File: src/rtl/sc_level_sequencer.sv
// Frogger-style level sequencer: start/restart handshake, lives bookkeeping,
// level-advance request pulse and win flag, all driven by edge-detected inputs.
module sc_level_sequencer #(
    parameter int CURRENTSTATE_DATAWIDTH = 2,
    parameter int LEVELCOUNTER_DATAWIDTH = 3,
    parameter int LIVES_DATAWIDTH        = 2,
    parameter int INITIAL_LIVES          = 3,
    parameter int MAX_LEVEL              = 5
) (
    input  logic                              SC_LEVEL_SEQUENCER_CLOCK_50,
    input  logic                              SC_LEVEL_SEQUENCER_RESET_InHigh,
    input  logic                              SC_LEVEL_SEQUENCER_Start_InLow,
    input  logic                              SC_LEVEL_SEQUENCER_Goal_InHigh,
    input  logic                              SC_LEVEL_SEQUENCER_Collision_InHigh,
    input  logic [LEVELCOUNTER_DATAWIDTH-1:0] SC_LEVEL_SEQUENCER_Level_InBus,
    output logic [CURRENTSTATE_DATAWIDTH-1:0] SC_LEVEL_SEQUENCER_CurrentState_OutBus,
    output logic                              SC_LEVEL_SEQUENCER_CountSignal_OutLow,
    output logic [LIVES_DATAWIDTH-1:0]        SC_LEVEL_SEQUENCER_Lives_OutBus,
    output logic                              SC_LEVEL_SEQUENCER_Win_OutHigh
);

    localparam logic [1:0] AWAITSTART_0 = 2'd0;
    localparam logic [1:0] STARTGAME_0  = 2'd1;
    localparam logic [1:0] ENDGAME_0    = 2'd2;
    localparam logic [1:0] AWAITSTART_1 = 2'd3;

    localparam logic [LIVES_DATAWIDTH-1:0]        LIVES_INIT = LIVES_DATAWIDTH'(INITIAL_LIVES);
    localparam logic [LIVES_DATAWIDTH-1:0]        LIVES_ONE  = LIVES_DATAWIDTH'(1);
    localparam logic [LEVELCOUNTER_DATAWIDTH-1:0] LEVEL_MAX  = LEVELCOUNTER_DATAWIDTH'(MAX_LEVEL);

    logic [1:0]                 state_q, state_d;
    logic [LIVES_DATAWIDTH-1:0] lives_q, lives_d;
    logic                       win_q, win_d;
    logic                       count_n_q, count_n_d;
    logic                       start_prev_q, goal_prev_q, coll_prev_q;
    logic                       post_reset_q;

    logic start_ev, goal_ev, coll_ev;

    // The edge registers reset to their inactive levels, so the first cycle after
    // reset is masked; an input held active through reset must drop and re-assert.
    assign start_ev = ~post_reset_q & start_prev_q & ~SC_LEVEL_SEQUENCER_Start_InLow;
    assign goal_ev  = ~post_reset_q & ~goal_prev_q & SC_LEVEL_SEQUENCER_Goal_InHigh;
    assign coll_ev  = ~post_reset_q & ~coll_prev_q & SC_LEVEL_SEQUENCER_Collision_InHigh;

    always_comb begin
        state_d   = state_q;
        lives_d   = lives_q;
        win_d     = win_q;
        count_n_d = 1'b1;
        case (state_q)
            AWAITSTART_0: begin
                if (start_ev) state_d = AWAITSTART_1;
            end
            AWAITSTART_1: begin
                state_d = STARTGAME_0;
            end
            STARTGAME_0: begin
                // Collision wins over a simultaneous goal.
                if (coll_ev) begin
                    if (lives_q > LIVES_ONE) begin
                        lives_d = lives_q - LIVES_ONE;
                    end else begin
                        lives_d = '0;
                        win_d   = 1'b0;
                        state_d = ENDGAME_0;
                    end
                end else if (goal_ev) begin
                    if (SC_LEVEL_SEQUENCER_Level_InBus < LEVEL_MAX) begin
                        count_n_d = 1'b0;
                    end else begin
                        win_d   = 1'b1;
                        state_d = ENDGAME_0;
                    end
                end
            end
            default: begin
                if (start_ev) begin
                    state_d = AWAITSTART_0;
                    lives_d = LIVES_INIT;
                    win_d   = 1'b0;
                end
            end
        endcase
    end

    always_ff @(posedge SC_LEVEL_SEQUENCER_CLOCK_50) begin
        if (SC_LEVEL_SEQUENCER_RESET_InHigh) begin
            state_q      <= AWAITSTART_0;
            lives_q      <= LIVES_INIT;
            win_q        <= 1'b0;
            count_n_q    <= 1'b1;
            start_prev_q <= 1'b1;
            goal_prev_q  <= 1'b0;
            coll_prev_q  <= 1'b0;
            post_reset_q <= 1'b1;
        end else begin
            state_q      <= state_d;
            lives_q      <= lives_d;
            win_q        <= win_d;
            count_n_q    <= count_n_d;
            start_prev_q <= SC_LEVEL_SEQUENCER_Start_InLow;
            goal_prev_q  <= SC_LEVEL_SEQUENCER_Goal_InHigh;
            coll_prev_q  <= SC_LEVEL_SEQUENCER_Collision_InHigh;
            post_reset_q <= 1'b0;
        end
    end

    assign SC_LEVEL_SEQUENCER_CurrentState_OutBus = CURRENTSTATE_DATAWIDTH'(state_q);
    assign SC_LEVEL_SEQUENCER_CountSignal_OutLow  = count_n_q;
    assign SC_LEVEL_SEQUENCER_Lives_OutBus        = lives_q;
    assign SC_LEVEL_SEQUENCER_Win_OutHigh         = win_q;

endmodule

File: config.mk
export PLATFORM = sky130hd
export DESIGN_NAME = sc_level_sequencer
export DESIGN_NICKNAME = d
export VERILOG_FILES = /design/src/rtl/sc_level_sequencer.sv
export SDC_FILE = /design/constraint.sdc
export NUM_CORES = 1
export LEC_CHECK = 0
export BUFFER_PORTS_ARGS = -buffer_cell sky130_fd_sc_hd__buf_2
export CAP_MARGIN = 10
export CORE_AREA = 4 4 41 43
export DETAILED_ROUTE_END_ITERATION = 8
export DIE_AREA = 0 0 45 47
export SYNTH_ARGS = -nofsm -noshare
export SYNTH_HDL_FRONTEND = slang
export SYNTH_SLANG_ARGS = --single-unit
File: constraint.sdc
create_clock -name SC_LEVEL_SEQUENCER_CLOCK_50 -period 2.7 [get_ports SC_LEVEL_SEQUENCER_CLOCK_50]
set_input_delay 0.135 -clock SC_LEVEL_SEQUENCER_CLOCK_50 [delete_from_list [all_inputs] [get_ports SC_LEVEL_SEQUENCER_CLOCK_50]]
set_output_delay 0.135 -clock SC_LEVEL_SEQUENCER_CLOCK_50 [all_outputs]
set_load 0.01 [all_outputs]
==> results.toml <==
[synthesis]
synth.avg_cell_area_sq_um = 9.93
yosys_warnings = 0
synthTopCellsByArea = "dfxtp_1, ha_1, nor2_1"
syn_inst = 48
netlist-cell-type-count = 25
yosys.area_share.simple_pct = 24.4
synth_mux_area_share_pct = 3.15
synth-xor-area-share_pct = 0
synth_compound_area_share_pct = 20.2
yosysTopAreaCellShare_pct = 42.0
synth_edf_count = 0
synth_area_sq_um = 477
yosys.area.top_type = "dfxtp_1"
synth_seq_area_share_pct = 42.0
async_flop_share_pct = 0
synth_top_family_by_area = "simple AND/OR/NAND/NOR gates"
synthesis.nets = 59
synthFlopType = "dfxtp_1"
synth_adder_area_share_pct = 7.87
ys_ff_latch = 10

[routing]
drt_wl_total_um = 942
first_pass_iters = 2
vias = 401
ant_nets = 0
drt_iter0_drc = 1
wl_per_cell_um = 11.9
via_per_inst = 5.08
drc = 0

[timing]
fin_crit_sh_pct = 60.0
setup_viol_count_final = 0
rsz0062_at_grt = "false"
period_needed_ns = 1.62
drv_slew = 0
hold_viol_final = 0
slew_headroom_pct = 68.0
whs_ns = 0.0774
fin_skew_ns = 0.00174
fin_tns_setup_ns = 0
fmax_mhz = 618
worstMarginPinSlew_ns = 0.475
fin_ws_ns = 1.08

[power_and_ir_drop]
peakVddDrop_mv = 0.218
power.static_leakage_nw = 0.239
power_mw = 0.370
power_density_nw_per_um2 = 625

[clock_network]
cts_setup_buffers = 0
cts_tree = "done"
clock-sinks = 10
holdBufCountCts = 0
post_cts_resized = 0
clk_latency_ns = 0.27
clk_pin_slew_ns = 0.07
cts_buffers = 3
htree_levels = 1
cts_buffer_depth = 2
root_buffer = "clkbuf_4"

[grt]
grt.total_usage_pct = 12.2
grt_pass1_wl_mm = 1.73
gr-total-overflow = 0
grt_pass1_vias = 384
antenna_found_initial = 0
grt_max_degree = 12

[job]
drv_cap = 0

[critical_path]
slowest_stage = "ha_1"
reg2reg_setup_slack_ns = 1.08
worstPathMaxFanout = 8
slowest_delay_ns = 0.33
ff2ff_path_depth = 6
worst-endpoint-required_ns = 2.87
crit_end = "SC_LEVEL_SEQUENCER_CurrentState_OutBus[0]"
end_kind = "register"
critPathLaunchType = "register"
crit_start = "SC_LEVEL_SEQUENCER_CurrentState_OutBus[1]"
crit_type = "register to register"
rr_startpoint = "SC_LEVEL_SEQUENCER_CurrentState_OutBus[1]"
crit_chain = "inv_1, ha_1, nor2_1, o21bai_1, o21ai_2, mux2_4"
critPathArrivalTime_ns = 1.79
reg2reg_to = "SC_LEVEL_SEQUENCER_CurrentState_OutBus[0]"

[floorplan]
start_util_pct = 36.6
die_w_um = 45
core_area_sq_um = 1300
die_area_sq_um = 2120
die_y_um = 47
row_count = 13
pin_count = 14

[finish]
area_growth_pct = 24.4
stdcell_count = 79
drive_gt1_share_pct = 37.5
fillCellCount = 141
nets = 76
n_antenna_cell = 0

[outcome]
status = "complete, no violations"

[placement]
pre_cts_ws_ns = 1.09
gp_congestion = 0.685
placed_cells = 75
port_buffers = 13

[min_path]
min_path_type = "input port to register"
layer usage:
metal,track usage (%),routed length [um]
met1,13.8,410
met2,17.2,434
met3,4.60,56
met4,12.3,40
met5,0,0
power by group:
| group | internal, mW | switching [mW] |
|---|---|---|
| clock network | 0.0821 | 0.0576 |
| logic | 0.0319 | 0.0371 |
| registers | 0.156 | 0.00622 |
| total | 0.270 | 0.101 |
worst min-delay path by stage:
stage	start	end	slack, ns	cells past startpoint
6_report	SC_LEVEL_SEQUENCER_Start_InLow	start_prev_q	0.08	2
5_1_grt	SC_LEVEL_SEQUENCER_Start_InLow	start_prev_q	0.07	2
4_1_cts	SC_LEVEL_SEQUENCER_Start_InLow	start_prev_q	0.07	2
3_5_place_dp	SC_LEVEL_SEQUENCER_Start_InLow	start_prev_q	0.36	2
3_3_place_gp	SC_LEVEL_SEQUENCER_Start_InLow	start_prev_q	0.35	2
2_1_floorplan	SC_LEVEL_SEQUENCER_RESET_InHigh	post_reset_q	0.16	0
flip-flops by register name, summed over array words and instances (netlist names):
| signal | cells |
|---|---|
| SC_LEVEL_SEQUENCER_Lives_OutBus | 2 |
| SC_LEVEL_SEQUENCER_CurrentState_OutBus | 2 |
| coll_prev_q | 1 |
| SC_LEVEL_SEQUENCER_CountSignal_OutLow | 1 |
| SC_LEVEL_SEQUENCER_Win_OutHigh | 1 |
| start_prev_q | 1 |
| goal_prev_q | 1 |
| post_reset_q | 1 |
cell type report:
cell class	instances	area [sq um]	share of cell area [%]
clock buffers	4	36.3	6.12
inverters	2	7.51	1.27
multi-input cells	35	265	44.7
flip-flops and latches	10	200	33.8
well taps	15	18.8	3.16
repair buffers	13	65.1	11.0
kinds of logic (layout without fill, tap and decap cells):
| group | after synthesis | count (layout) |
|---|---|---|
| AND/OR/NAND/NOR | 18 | 18 |
| multiplexers | 1 | 1 |
| flip-flops | 10 | 10 |
| adder cells (fa/ha/maj) | 3 | 3 |
| buffers and inverters | 3 | 19 |
| AO/OA/AOI/OAI | 13 | 13 |
worst max-delay path: cells and delay by family, from the launching register on:
family | cells | cell delay (ns)
muxes | 1 | 0.31
buffers and inverters | 1 | 0.10
adders and majority gates | 1 | 0.33
AOI/OAI and AO/OA | 2 | 0.37
DFF | 1 | 0.32
and+or+nand+nor | 1 | 0.09
cells in the mapped netlist, drive strengths merged, types with 2 or more instances:
| cell type | instances |
|---|---|
| inv | 2 |
| o21ai | 5 |
| nor2b | 3 |
| nor4b | 2 |
| a21oi | 2 |
| or3b | 2 |
| nand2 | 2 |
| ha | 3 |
| nor2 | 5 |
| dfxtp | 10 |
stage by stage:
step / instance area (sq um) / util (%)
after global routing: 593 / 45.6
after CTS: 593 / 45.6
after global placement: 557 / 42.8
final: 593 / 45.6
after floorplan: 477 / -
after detailed placement: 557 / 42.8
placed cells by master, fill, tap and decap left out, drive strengths merged, types with 2 or more instances in the layout:
master | synthesis | routed
nand2 | 2 | 2
or3b | 2 | 2
o21ai | 5 | 5
clkbuf | 1 | 4
inv | 2 | 2
dfxtp | 10 | 10
nor2 | 5 | 5
nor2b | 3 | 3
nor4b | 2 | 2
a21oi | 2 | 2
ha | 3 | 3
buf | 0 | 13
(Power assumes the default switching activity.)
